$ cat src/rtl/npc_seq_ctrl_if.sv
// Sequencer <-> datapath/bus signal bundle; master is the sequencer, slave is the
// datapath, decoder and memory side.
interface npc_seq_ctrl_if #(
  parameter int CNT_W = 64
);
  logic             io_ifu_req;
  logic             io_ifu_resp_valid;
  logic             io_ir_en;
  logic             io_reg_write;
  logic             io_writemem_en;
  logic             io_is_load;
  logic             io_is_ebreak;
  logic             io_illegal;
  logic [4:0]       io_rd;
  logic             io_mem_req;
  logic             io_mem_wen;
  logic             io_mem_resp_valid;
  logic             io_rf_wen;
  logic             io_pc_en;
  logic             io_halt;
  logic [1:0]       io_halt_code;
  logic [2:0]       io_state;
  logic [CNT_W-1:0] io_cycle_cnt;
  logic [CNT_W-1:0] io_instret_cnt;

  modport master (
    output io_ifu_req, io_ir_en, io_mem_req, io_mem_wen, io_rf_wen, io_pc_en,
           io_halt, io_halt_code, io_state, io_cycle_cnt, io_instret_cnt,
    input  io_ifu_resp_valid, io_reg_write, io_writemem_en, io_is_load,
           io_is_ebreak, io_illegal, io_rd, io_mem_resp_valid
  );

  modport slave (
    input  io_ifu_req, io_ir_en, io_mem_req, io_mem_wen, io_rf_wen, io_pc_en,
           io_halt, io_halt_code, io_state, io_cycle_cnt, io_instret_cnt,
    output io_ifu_resp_valid, io_reg_write, io_writemem_en, io_is_load,
           io_is_ebreak, io_illegal, io_rd, io_mem_resp_valid
  );
endinterface

$ cat src/rtl/npc_seq_ctrl.sv
// Multi-cycle core sequencer: 4 cycles per ALU op, 5+ per memory op. Stalls without
// limit on instruction fetch, up to MEM_TMO cycles on data memory before a bus-error halt.
module npc_seq_ctrl #(
  parameter int CNT_W   = 64,
  parameter int MEM_TMO = 255
) (
  input logic            clock,
  input logic            reset,
  npc_seq_ctrl_if.master bus
);

  typedef enum logic [2:0] {
    IDLE   = 3'd0,
    FETCH  = 3'd1,
    DECODE = 3'd2,
    EXEC   = 3'd3,
    MEM    = 3'd4,
    WB     = 3'd5,
    HALT   = 3'd6
  } state_t;

  // Counter only ever holds 0..MEM_TMO-1: the last value either completes or times out.
  localparam int WAIT_W = (MEM_TMO < 2) ? 1 : $clog2(MEM_TMO);
  localparam logic [WAIT_W-1:0] WAIT_LAST = WAIT_W'(MEM_TMO - 1);

  state_t           state;
  state_t           state_nxt;
  logic [WAIT_W-1:0] wait_cnt;
  logic [1:0]       halt_code;
  logic [1:0]       halt_code_nxt;
  logic [CNT_W-1:0] cycle_cnt;
  logic [CNT_W-1:0] instret_cnt;

  logic ifu_req;
  logic ir_en;
  logic mem_req;
  logic mem_wen;
  logic rf_wen;
  logic pc_en;
  logic halt;

  always_ff @(posedge clock) begin
    if (!reset) begin
      state       <= IDLE;
      wait_cnt    <= '0;
      halt_code   <= 2'd0;
      cycle_cnt   <= '0;
      instret_cnt <= '0;
    end else begin
      state     <= state_nxt;
      halt_code <= halt_code_nxt;
      if (state != MEM) begin
        wait_cnt <= '0;
      end else if (!bus.io_mem_resp_valid) begin
        wait_cnt <= wait_cnt + WAIT_W'(1);
      end
      if (state != HALT) begin
        cycle_cnt <= cycle_cnt + CNT_W'(1);
      end
      if (state == WB) begin
        instret_cnt <= instret_cnt + CNT_W'(1);
      end
    end
  end

  always_comb begin
    state_nxt     = state;
    halt_code_nxt = halt_code;
    ifu_req       = 1'b0;
    ir_en         = 1'b0;
    mem_req       = 1'b0;
    mem_wen       = 1'b0;
    rf_wen        = 1'b0;
    pc_en         = 1'b0;
    halt          = 1'b0;
    case (state)
      IDLE: state_nxt = FETCH;
      FETCH: begin
        ifu_req = 1'b1;
        if (bus.io_ifu_resp_valid) begin
          ir_en     = 1'b1;
          state_nxt = DECODE;
        end
      end
      DECODE: begin
        // Illegal takes priority so a malformed ebreak encoding reports as illegal.
        if (bus.io_illegal) begin
          state_nxt     = HALT;
          halt_code_nxt = 2'd1;
        end else if (bus.io_is_ebreak) begin
          state_nxt     = HALT;
          halt_code_nxt = 2'd0;
        end else begin
          state_nxt = EXEC;
        end
      end
      EXEC: state_nxt = (bus.io_is_load || bus.io_writemem_en) ? MEM : WB;
      MEM: begin
        mem_req = 1'b1;
        mem_wen = bus.io_writemem_en;
        if (bus.io_mem_resp_valid) begin
          state_nxt = WB;
        end else if (wait_cnt == WAIT_LAST) begin
          state_nxt     = HALT;
          halt_code_nxt = 2'd2;
        end
      end
      WB: begin
        pc_en     = 1'b1;
        rf_wen    = bus.io_reg_write && (bus.io_rd != 5'd0);
        state_nxt = FETCH;
      end
      HALT: halt = 1'b1;
      default: state_nxt = IDLE;
    endcase
  end

  assign bus.io_ifu_req     = ifu_req;
  assign bus.io_ir_en       = ir_en;
  assign bus.io_mem_req     = mem_req;
  assign bus.io_mem_wen     = mem_wen;
  assign bus.io_rf_wen      = rf_wen;
  assign bus.io_pc_en       = pc_en;
  assign bus.io_halt        = halt;
  assign bus.io_halt_code   = halt_code;
  assign bus.io_state       = state;
  assign bus.io_cycle_cnt   = cycle_cnt;
  assign bus.io_instret_cnt = instret_cnt;

endmodule

$ cat src/flat_wrapper.sv
// flat-port wrapper written by rule: the top's interface ports become plain ports
module npc_seq_ctrl_flat 
#(
  parameter int CNT_W   = 64,
  parameter int MEM_TMO = 255
)
  (clock, reset, bus_io_ifu_req, bus_io_ir_en, bus_io_mem_req, bus_io_mem_wen, bus_io_rf_wen, bus_io_pc_en, bus_io_halt, bus_io_halt_code, bus_io_state, bus_io_cycle_cnt, bus_io_instret_cnt, bus_io_ifu_resp_valid, bus_io_reg_write, bus_io_writemem_en, bus_io_is_load, bus_io_is_ebreak, bus_io_illegal, bus_io_rd, bus_io_mem_resp_valid);
  npc_seq_ctrl_if #(.CNT_W(CNT_W)) bus_i ();
  input logic clock;
  input logic reset;
  output wire logic [$bits(bus_i.io_ifu_req)-1:0] bus_io_ifu_req;
  output wire logic [$bits(bus_i.io_ir_en)-1:0] bus_io_ir_en;
  output wire logic [$bits(bus_i.io_mem_req)-1:0] bus_io_mem_req;
  output wire logic [$bits(bus_i.io_mem_wen)-1:0] bus_io_mem_wen;
  output wire logic [$bits(bus_i.io_rf_wen)-1:0] bus_io_rf_wen;
  output wire logic [$bits(bus_i.io_pc_en)-1:0] bus_io_pc_en;
  output wire logic [$bits(bus_i.io_halt)-1:0] bus_io_halt;
  output wire logic [$bits(bus_i.io_halt_code)-1:0] bus_io_halt_code;
  output wire logic [$bits(bus_i.io_state)-1:0] bus_io_state;
  output wire logic [$bits(bus_i.io_cycle_cnt)-1:0] bus_io_cycle_cnt;
  output wire logic [$bits(bus_i.io_instret_cnt)-1:0] bus_io_instret_cnt;
  input wire logic [$bits(bus_i.io_ifu_resp_valid)-1:0] bus_io_ifu_resp_valid;
  input wire logic [$bits(bus_i.io_reg_write)-1:0] bus_io_reg_write;
  input wire logic [$bits(bus_i.io_writemem_en)-1:0] bus_io_writemem_en;
  input wire logic [$bits(bus_i.io_is_load)-1:0] bus_io_is_load;
  input wire logic [$bits(bus_i.io_is_ebreak)-1:0] bus_io_is_ebreak;
  input wire logic [$bits(bus_i.io_illegal)-1:0] bus_io_illegal;
  input wire logic [$bits(bus_i.io_rd)-1:0] bus_io_rd;
  input wire logic [$bits(bus_i.io_mem_resp_valid)-1:0] bus_io_mem_resp_valid;
  assign bus_io_ifu_req = bus_i.io_ifu_req;
  assign bus_io_ir_en = bus_i.io_ir_en;
  assign bus_io_mem_req = bus_i.io_mem_req;
  assign bus_io_mem_wen = bus_i.io_mem_wen;
  assign bus_io_rf_wen = bus_i.io_rf_wen;
  assign bus_io_pc_en = bus_i.io_pc_en;
  assign bus_io_halt = bus_i.io_halt;
  assign bus_io_halt_code = bus_i.io_halt_code;
  assign bus_io_state = bus_i.io_state;
  assign bus_io_cycle_cnt = bus_i.io_cycle_cnt;
  assign bus_io_instret_cnt = bus_i.io_instret_cnt;
  assign bus_i.io_ifu_resp_valid = bus_io_ifu_resp_valid;
  assign bus_i.io_reg_write = bus_io_reg_write;
  assign bus_i.io_writemem_en = bus_io_writemem_en;
  assign bus_i.io_is_load = bus_io_is_load;
  assign bus_i.io_is_ebreak = bus_io_is_ebreak;
  assign bus_i.io_illegal = bus_io_illegal;
  assign bus_i.io_rd = bus_io_rd;
  assign bus_i.io_mem_resp_valid = bus_io_mem_resp_valid;
  npc_seq_ctrl #(.CNT_W(CNT_W), .MEM_TMO(MEM_TMO)) u_core (.clock(clock), .reset(reset), .bus(bus_i));
endmodule
$ cat config.mk
export PLATFORM = sky130hd
export DESIGN_NAME = npc_seq_ctrl_flat
export DESIGN_NICKNAME = d
export VERILOG_FILES = /design/src/rtl/npc_seq_ctrl_if.sv /design/src/rtl/npc_seq_ctrl.sv /design/src/flat_wrapper.sv
export SDC_FILE = /design/constraint.sdc
export NUM_CORES = 1
export LEC_CHECK = 0
export BUFFER_PORTS_ARGS = -buffer_cell sky130_fd_sc_hd__buf_4
export CAP_MARGIN = 15
export CORE_UTILIZATION = 39
export CTS_BUF_LIST = sky130_fd_sc_hd__clkbuf_4 sky130_fd_sc_hd__clkbuf_8 sky130_fd_sc_hd__clkbuf_16
export DETAILED_ROUTE_END_ITERATION = 10
export PLACE_DENSITY = 0.69
export SYNTH_ARGS = -nofsm -noshare
export SYNTH_HDL_FRONTEND = slang
export SYNTH_SLANG_ARGS = --single-unit
$ cat constraint.sdc
create_clock -name clock -period 5.95 [get_ports clock]
set_clock_uncertainty 0.2 [all_clocks]
set_input_delay 1.19 -clock clock [delete_from_list [all_inputs] [get_ports clock]]
set_output_delay 1.19 -clock clock [all_outputs]
set_load 0.01 [all_outputs]
==> results.tsv, run 1 <==
stage	metric	value	unit
routing	route.vias.total	6465	
timing	max_freq	288.4	MHz
routing	drc_errors	0	
power_and_ir_drop	power.share.clock	51.2	%
worst_setup_path	most_numerous_cell_on_the_critical_path	buf_4	
synthesis	number_of_unique_standard_cell_types_used_by_synthesis	43	
global_routing	antenna_violations_before_repair	0	
global_routing	grt_pass1_vias	5781	
cts	clk_latency	0.41	ns
timing	setup_slack	2.482	ns
finish	layout-drive-gt1-share	20.47	%
floorplan	floorplan.die.height	133	um
cts	cts-htree-levels	4	
synthesis	yosysTopAreaCellShare	42.18	%
power_and_ir_drop	powerDensity	242.9	nW/um2
run	drv.max_cap_violation_count	0	
synthesis	commonest_cells_in_the_synthesized_netlist	141 x dfxtp_1, 98 x nor2_1, 71 x nand2_1	
finish	number_of_nets_in_the_layout	978	
routing	route.detailed.wl_per_inst	14.45	um
floorplan	count_of_standard_cell_rows	47	
timing	setup_total_negative_slack	0	ns
worst_setup_path	critical_path.cell_chain	buf_4 > or3_1 > o311a_1 > buf_4	
routing	vias_per_cell	5.424	
global_routing	grt_start_max_net_pins	76	
cts	numCtsBuffers	17	
synthesis	synth-edff-count	0	
global_routing	grt_usage	19.46	%
worst_setup_path	signal_arrival_time_at_the_worst_endpoint	2.08	ns
cts	number_of_hold_buffers_added_after_cts	0	
placement	routabilityCongestion	0.8020	
finish	stdcell_count	1192	
global_routing	overflow	0	
synthesis	ys_ff_latch	141	
worst_setup_path	timing.critical_path.slowest_cell_delay	0.36	ns
min_path	type_of_the_tightest_min_delay_check	reg2reg	
floorplan	die-width	133	um
finish	final_util	51.61	%
timing	worst_pin_slew	1.058	ns
floorplan	floorplan.core_area	16640	um2
synthesis	avgSynthCellArea	8.142	um2
worst_setup_path	endpoint_kind	output pin	
placement	post-dp-hpwl	12020	um
worst_setup_path	worstSetupPathType	in2out	
timing	final_layout_worst_hold_slack	0.2849	ns
cts	cts.path.max_buffers	2	
timing	setup_viol	0	
synthesis	synth-warning-count	0	
placement	io_buffer_count	153	
routing	drt-pass1-iter-count	5	
synthesis	mappedNetlistNets	840	
cts	clock_tree_from_tritoncts	built	
synthesis	post-synth-top-count-cell	dfxtp_1	
routing	detail-route-antenna-nets	0	
power_and_ir_drop	netSwitchingPower	445.1	uW
synthesis	fraction_of_registers_with_async_set_reset	0	%
worst_setup_path	critPathTopFamily	simple AND/OR/NAND/NOR gates	
power_and_ir_drop	power.share.sequential	46.0	%
cts	ctsRootBufferMaster	clkbuf_16	
floorplan	initial_utilization	40.22	%
global_routing	grt_pass1_wl	28190	um
worst_setup_path	critPathRequiredTime	4.56	ns
floorplan	dieArea	17690	um2
finish	syn2layout_area_growth	28.34	%
timing	timing_max_transition_violations_final	0	
routing	drt_first_iter_violations	428	
cts	clkTransAtPathRegs	0.05	ns
worst_setup_path	worstSetupStartpointType	primary input	
power_and_ir_drop	vdd.ir_drop.worst	0.2053	mV
timing	final-hold-violation-count	0	
synthesis	post_synth_main_area_contributors	dfxtp_1 42%, nor2_1 5.5%, xnor2_1 5.2%, nand4_1 4.7%, a21oi_1 4.6%	
timing	timing.max_slew.rel_slack	29.44	%
worst_setup_path	timing.critical_path.fanout_max	1	
synthesis	post_synth_instance_area	6693	um2
power_and_ir_drop	power.switching_fraction	21.33	%
synthesis	instance_count_of_the_mapped_netlist	822	
floorplan	boundaryPins	154	
power_and_ir_drop	comb_power_share	2.8	%
run_status	status	finished, final reports clean	
timing	min_period	3.468	ns
synthesis	seq_area_frac_synth	42.18	%
routing	totalWireLength	17230	um
timing	final_min_period_over_clock_period	58.28	%
synthesis	most_used_flip_flop_cell_after_synthesis	dfxtp_1	
placement	preCtsSetupSlack	2.439	ns
placement	post-place-cells	1161	
cts	post_cts_resize_count	0	
power_and_ir_drop	p_int	1641	uW
power_and_ir_drop	power_leakage	0.003047	uW
cts	post_cts_buffers	0	
finish	antennaDiodeCount	0	
synthesis	yosysTopAreaCell	dfxtp_1	
worst_setup_path	critPathBufInv	2	
worst_setup_path	critical-path-slowest-cell	or3_1	
timing	unrepaired_setup_endpoints_after_global_routing	no	
cts	cts_sinks	141	
-- power by group through the flow --
stage	Combinational, uW	Sequential [uW]	Clock [uW]
global placement	58.6	981	0
finish	58.2	960	1070
global route	63.9	961	1130
detailed placement	58.8	981	0
CTS	58.9	960	1090
floorplan	34.6	977	0
-- per-stage QoR --
stage / power [uW] / instance area [um2]
5_1_grt: 2156 / 8589
3_5_place_dp: 1040 / 7996
6_report: 2087 / 8589
3_3_place_gp: 1039 / 7996
2_1_floorplan: 1012 / 6693
4_1_cts: 2110 / 8589
-- placed cells by master, fill, tap and decap left out, types with 37 or more instances in the layout --
master,netlist,final
a21oi_1,62,62
nand3_1,41,41
xnor2_1,40,40
or3_1,38,38
nand4_1,50,50
dfxtp_1,141,141
o21ai_0,37,37
nand2_1,71,71
nor2_1,98,98
buf_4,0,157
-- final timing paths --
kind / startpoint / to / slack, ns / cells past startpoint
setup / recovery: bus_io_rd[1] / bus_io_rf_wen / 2.48 / 4
hold / removal: u_core.bus.io_instret_cnt[63] / u_core.bus.io_instret_cnt[63] / 0.28 / 2
setup reg to reg: u_core.bus.io_cycle_cnt[5] / u_core.bus.io_cycle_cnt[61] / 2.54 / 5
hold reg to reg: u_core.bus.io_instret_cnt[63] / u_core.bus.io_instret_cnt[63] / 0.28 / 2
-- cell families (layout without fill, tap and decap cells) --
logic type / count (synthesis) / count (layout) / synth area share, %
buffers and inverters: 59 / 209 / 3.440
xor gates and xnor gates: 72 / 72 / 9.422
AOI/OAI and AO/OA: 131 / 131 / 11.16
and+or+nand+nor: 412 / 412 / 32.60
DFF: 141 / 141 / 42.18
adders and majority gates: 4 / 4 / 0.7478
muxes: 3 / 3 / 0.4487
-- layer usage --
layer  GRT usage (%)  wire length, um
met1           26.58             8389
met2           31.04             7981
met3           3.448              680
met4           6.130              178
met5               0                0
-- sequential cells by signal (all words and copies together), names as in the netlist --
name and count:
u_core.bus.io_cycle_cnt 64, u_core.bus.io_instret_cnt 64, u_core.wait_cnt 8, u_core.bus.io_state 3, u_core.bus.io_halt_code 2
-- cell type report --
| type | count | area [um2] |
|---|---|---|
| Clock inverter | 12 | 146.4 |
| Fill cell | 1636 | 8053 |
| Clock buffer | 19 | 446.7 |
| Timing Repair Buffer | 157 | 1179 |
| Tap cell | 220 | 275.3 |
| Inverter | 21 | 80.08 |
| Sequential cell | 141 | 2823 |
| Multi-Input combinational cell | 622 | 3640 |
-- worst min-delay path: stages (launching register included) --
cell and delay (ns):
dfxtp_1 0.32, nand2_1 0.06, mux2i_1 0.06
No activity file was read; power rests on OpenSTA's default activity.
==> inputs of run 2 (changes only) <==
==> constraint.sdc (replaced) <==
create_clock -name clock -period 3.39 [get_ports clock]
set_clock_uncertainty 0.2 [all_clocks]
set_input_delay 0.678 -clock clock [delete_from_list [all_inputs] [get_ports clock]]
set_output_delay 0.678 -clock clock [all_outputs]
set_load 0.01 [all_outputs]
==> results.tsv, run 2 (synthesis results as in run 1) <==
stage	metric	value	unit	change
cts	numCtsBuffers	17		unchanged
finish	final.fill_count	1600		was 1636
timing	final-hold-violation-count	0		unchanged
min_path	type_of_the_tightest_min_delay_check	reg2reg		unchanged
run	drv.max_cap_violation_count	0		unchanged
cts	post_cts_buffers	0		unchanged
worst_setup_path	timing.critical_path.fanout_max	15		was 1
worst_setup_path	critical_path.cell_chain	nand3b_4 > or4_1 > or4_4 > or4b_1 > a21oi_1		was buf_4 > or3_1 > o311a_1 > buf_4
timing	worst_pin_slew	0.7912	ns	was 1.058 ns
routing	route.vias.total	6491		was 6465
routing	detail-route-antenna-nets	0		unchanged
timing	timing_max_transition_violations_final	0		unchanged
cts	cts-htree-levels	4		unchanged
floorplan	boundaryPins	154		unchanged
global_routing	grt_start_max_net_pins	74		was 76
global_routing	antenna_violations_before_repair	0		unchanged
worst_setup_path	number_of_stages_on_the_worst_setup_path	5		was 4
timing	setup_total_negative_slack	0	ns	unchanged
floorplan	floorplan.core_area	16640	um2	unchanged
finish	antennaDiodeCount	0		unchanged
worst_setup_path	critical-path-slowest-cell	dfxtp_1		was or3_1
placement	post-dp-hpwl	12210	um	was 12020 um
finish	layout.cells.most_common_list	170 x buf_4, 141 x dfxtp_1, 98 x nor2_1		was 157 x buf_4, 141 x dfxtp_1, 98 x nor2_1
finish	final_cell_area	8662	um2	was 8589 um2
worst_setup_path	critPathBufInv	0		was 2
global_routing	grt_usage	19.62	%	was 19.46%
timing	min_period	2.934	ns	
placement	io_buffer_count	153		unchanged
finish	syn2layout_area_growth	29.43	%	was 28.34%
global_routing	overflow	0		unchanged
timing	max_freq	340.8	MHz	
routing	vias_per_cell	5.391		was 5.424
cts	clk_latency	0.42	ns	was 0.41 ns
cts	post_cts_resize_count	0		unchanged
cts	cts_sinks	141		unchanged
worst_setup_path	worstSetupPathType	reg2reg		was in2out
cts	clock_tree_from_tritoncts	built		unchanged
finish	final_util	52.05	%	was 51.61%
power_and_ir_drop	vdd.ir_drop.worst	0.3400	mV	was 0.2053 mV
routing	drc_errors	0		unchanged
timing	setup_viol	0		unchanged
timing	final_min_period_over_clock_period	86.55	%	
global_routing	grt_pass1_wl	28180	um	was 28190 um
worst_setup_path	critPathTopFamily	simple AND/OR/NAND/NOR gates		unchanged
timing	unrepaired_setup_endpoints_after_global_routing	no		unchanged
routing	drt_first_iter_violations	446		was 428
global_routing	grt_pass1_vias	5647		was 5781
routing	route.detailed.wl_per_inst	14.40	um	was 14.45 um
floorplan	die-width	133	um	unchanged
min_path	min_path_cells	2		unchanged
worst_setup_path	timing.critical_path.slowest_cell_delay	0.63	ns	was 0.36 ns
cts	clkTransAtPathRegs	0.06	ns	was 0.05 ns
floorplan	count_of_standard_cell_rows	47		unchanged
cts	number_of_hold_buffers_added_after_cts	0		unchanged
placement	routabilityCongestion	0.8057		was 0.8020
worst_setup_path	critPathRequiredTime	3.53	ns	was 4.56 ns
timing	final_layout_worst_hold_slack	0.2815	ns	was 0.2849 ns
finish	layout-drive-gt1-share	21.44	%	was 20.47%
routing	totalWireLength	17330	um	was 17230 um
timing	timing.max_slew.rel_slack	47.25	%	was 29.44%
worst_setup_path	worstSetupStartpointType	flop		was primary input
finish	number_of_nets_in_the_layout	991		was 978
routing	drt-pass1-iter-count	5		unchanged
worst_setup_path	reg2regPathDepth	5		unchanged
cts	ctsRootBufferMaster	clkbuf_16		unchanged
power_and_ir_drop	power_leakage	0.003107	uW	was 0.003047 uW
run_status	status	finished, final reports clean		unchanged
floorplan	floorplan.die.height	133	um	unchanged
finish	layout_commonest_cell	buf_4		unchanged
floorplan	dieArea	17690	um2	unchanged
cts	cts.path.max_buffers	2		unchanged
placement	placed_cell_area	8094	um2	was 7996 um2
floorplan	initial_utilization	40.22	%	unchanged
power_and_ir_drop	powerDensity	415.2	nW/um2	was 242.9 nW/um2
worst_setup_path	endpoint_kind	flop		was output pin
worst_setup_path	signal_arrival_time_at_the_worst_endpoint	3.07	ns	was 2.08 ns
run 2: cell count changes in the layout (fill, tap and decap cells not counted):
| cell | delta |
|---|---|
| clkbuf_8 | +1 |
| clkbuf_4 | +2 |
| buf_4 | +13 |
| clkinvlp_4 | -2 |
| bufinv_16 | -1 |
| clkinv_4 | -1 |
run 2: per-stage QoR:
stage / worst slack, ns / cells / power [uW]
after detailed placement: 0.4747 / 1174 / 1826
after global placement: 0.5128 / 1174 / 1824
final: 0.4560 / 1204 / 3596
after global routing: 0.3127 / 1204 / 3718
after floorplan: 0.7183 / 822 / 1776
after CTS: 0.4542 / 1204 / 3637
run 2: worst min-delay path: cells and delay by family (launching register included):
kind,cells,cell delay [ns]
AND/OR/NAND/NOR,1,0.06
flip-flops,1,0.32
multiplexers,1,0.06
run 2: final cells by class:
| cell class | count | area (um2) | share of cell area [%] |
|---|---|---|---|
| Multi-Input combinational cell | 622 | 3640 | 42.02 |
| Sequential cell | 141 | 2823 | 32.59 |
| Timing Repair Buffer | 170 | 1276 | 14.73 |
| Clock buffer | 22 | 475.5 | 5.489 |
| Clock inverter | 8 | 92.59 | 1.069 |
| Tap cell | 220 | 275.3 | 3.178 |
| Inverter | 21 | 80.08 | 0.9245 |
run 2: worst paths after layout:
check	from	endpoint	slack, ns
worst max register to register	u_core.bus.io_state[0]	u_core.bus.io_instret_cnt[62]	0.46
worst max-delay path	u_core.bus.io_state[0]	u_core.bus.io_instret_cnt[62]	0.46
worst min-delay path	u_core.bus.io_instret_cnt[63]	u_core.bus.io_instret_cnt[63]	0.28
worst min register to register	u_core.bus.io_instret_cnt[63]	u_core.bus.io_instret_cnt[63]	0.28
run 2: routing by layer:
layer  part of all wire, %  GRT usage [%]  up-vias
li1                      -              -     3293
met1                    49          27.82     3020
met2                    45          28.77      158
met3                   4.3          3.755       20
met4                   1.6          8.429        0
met5                     0              0        -
run 2: power by group:
group | total, uW | internal (uW) | switching [uW]
clock network | 1810 | 1130 | 677
registers | 1690 | 1670 | 19.0
logic | 104 | 42.5 | 61.4
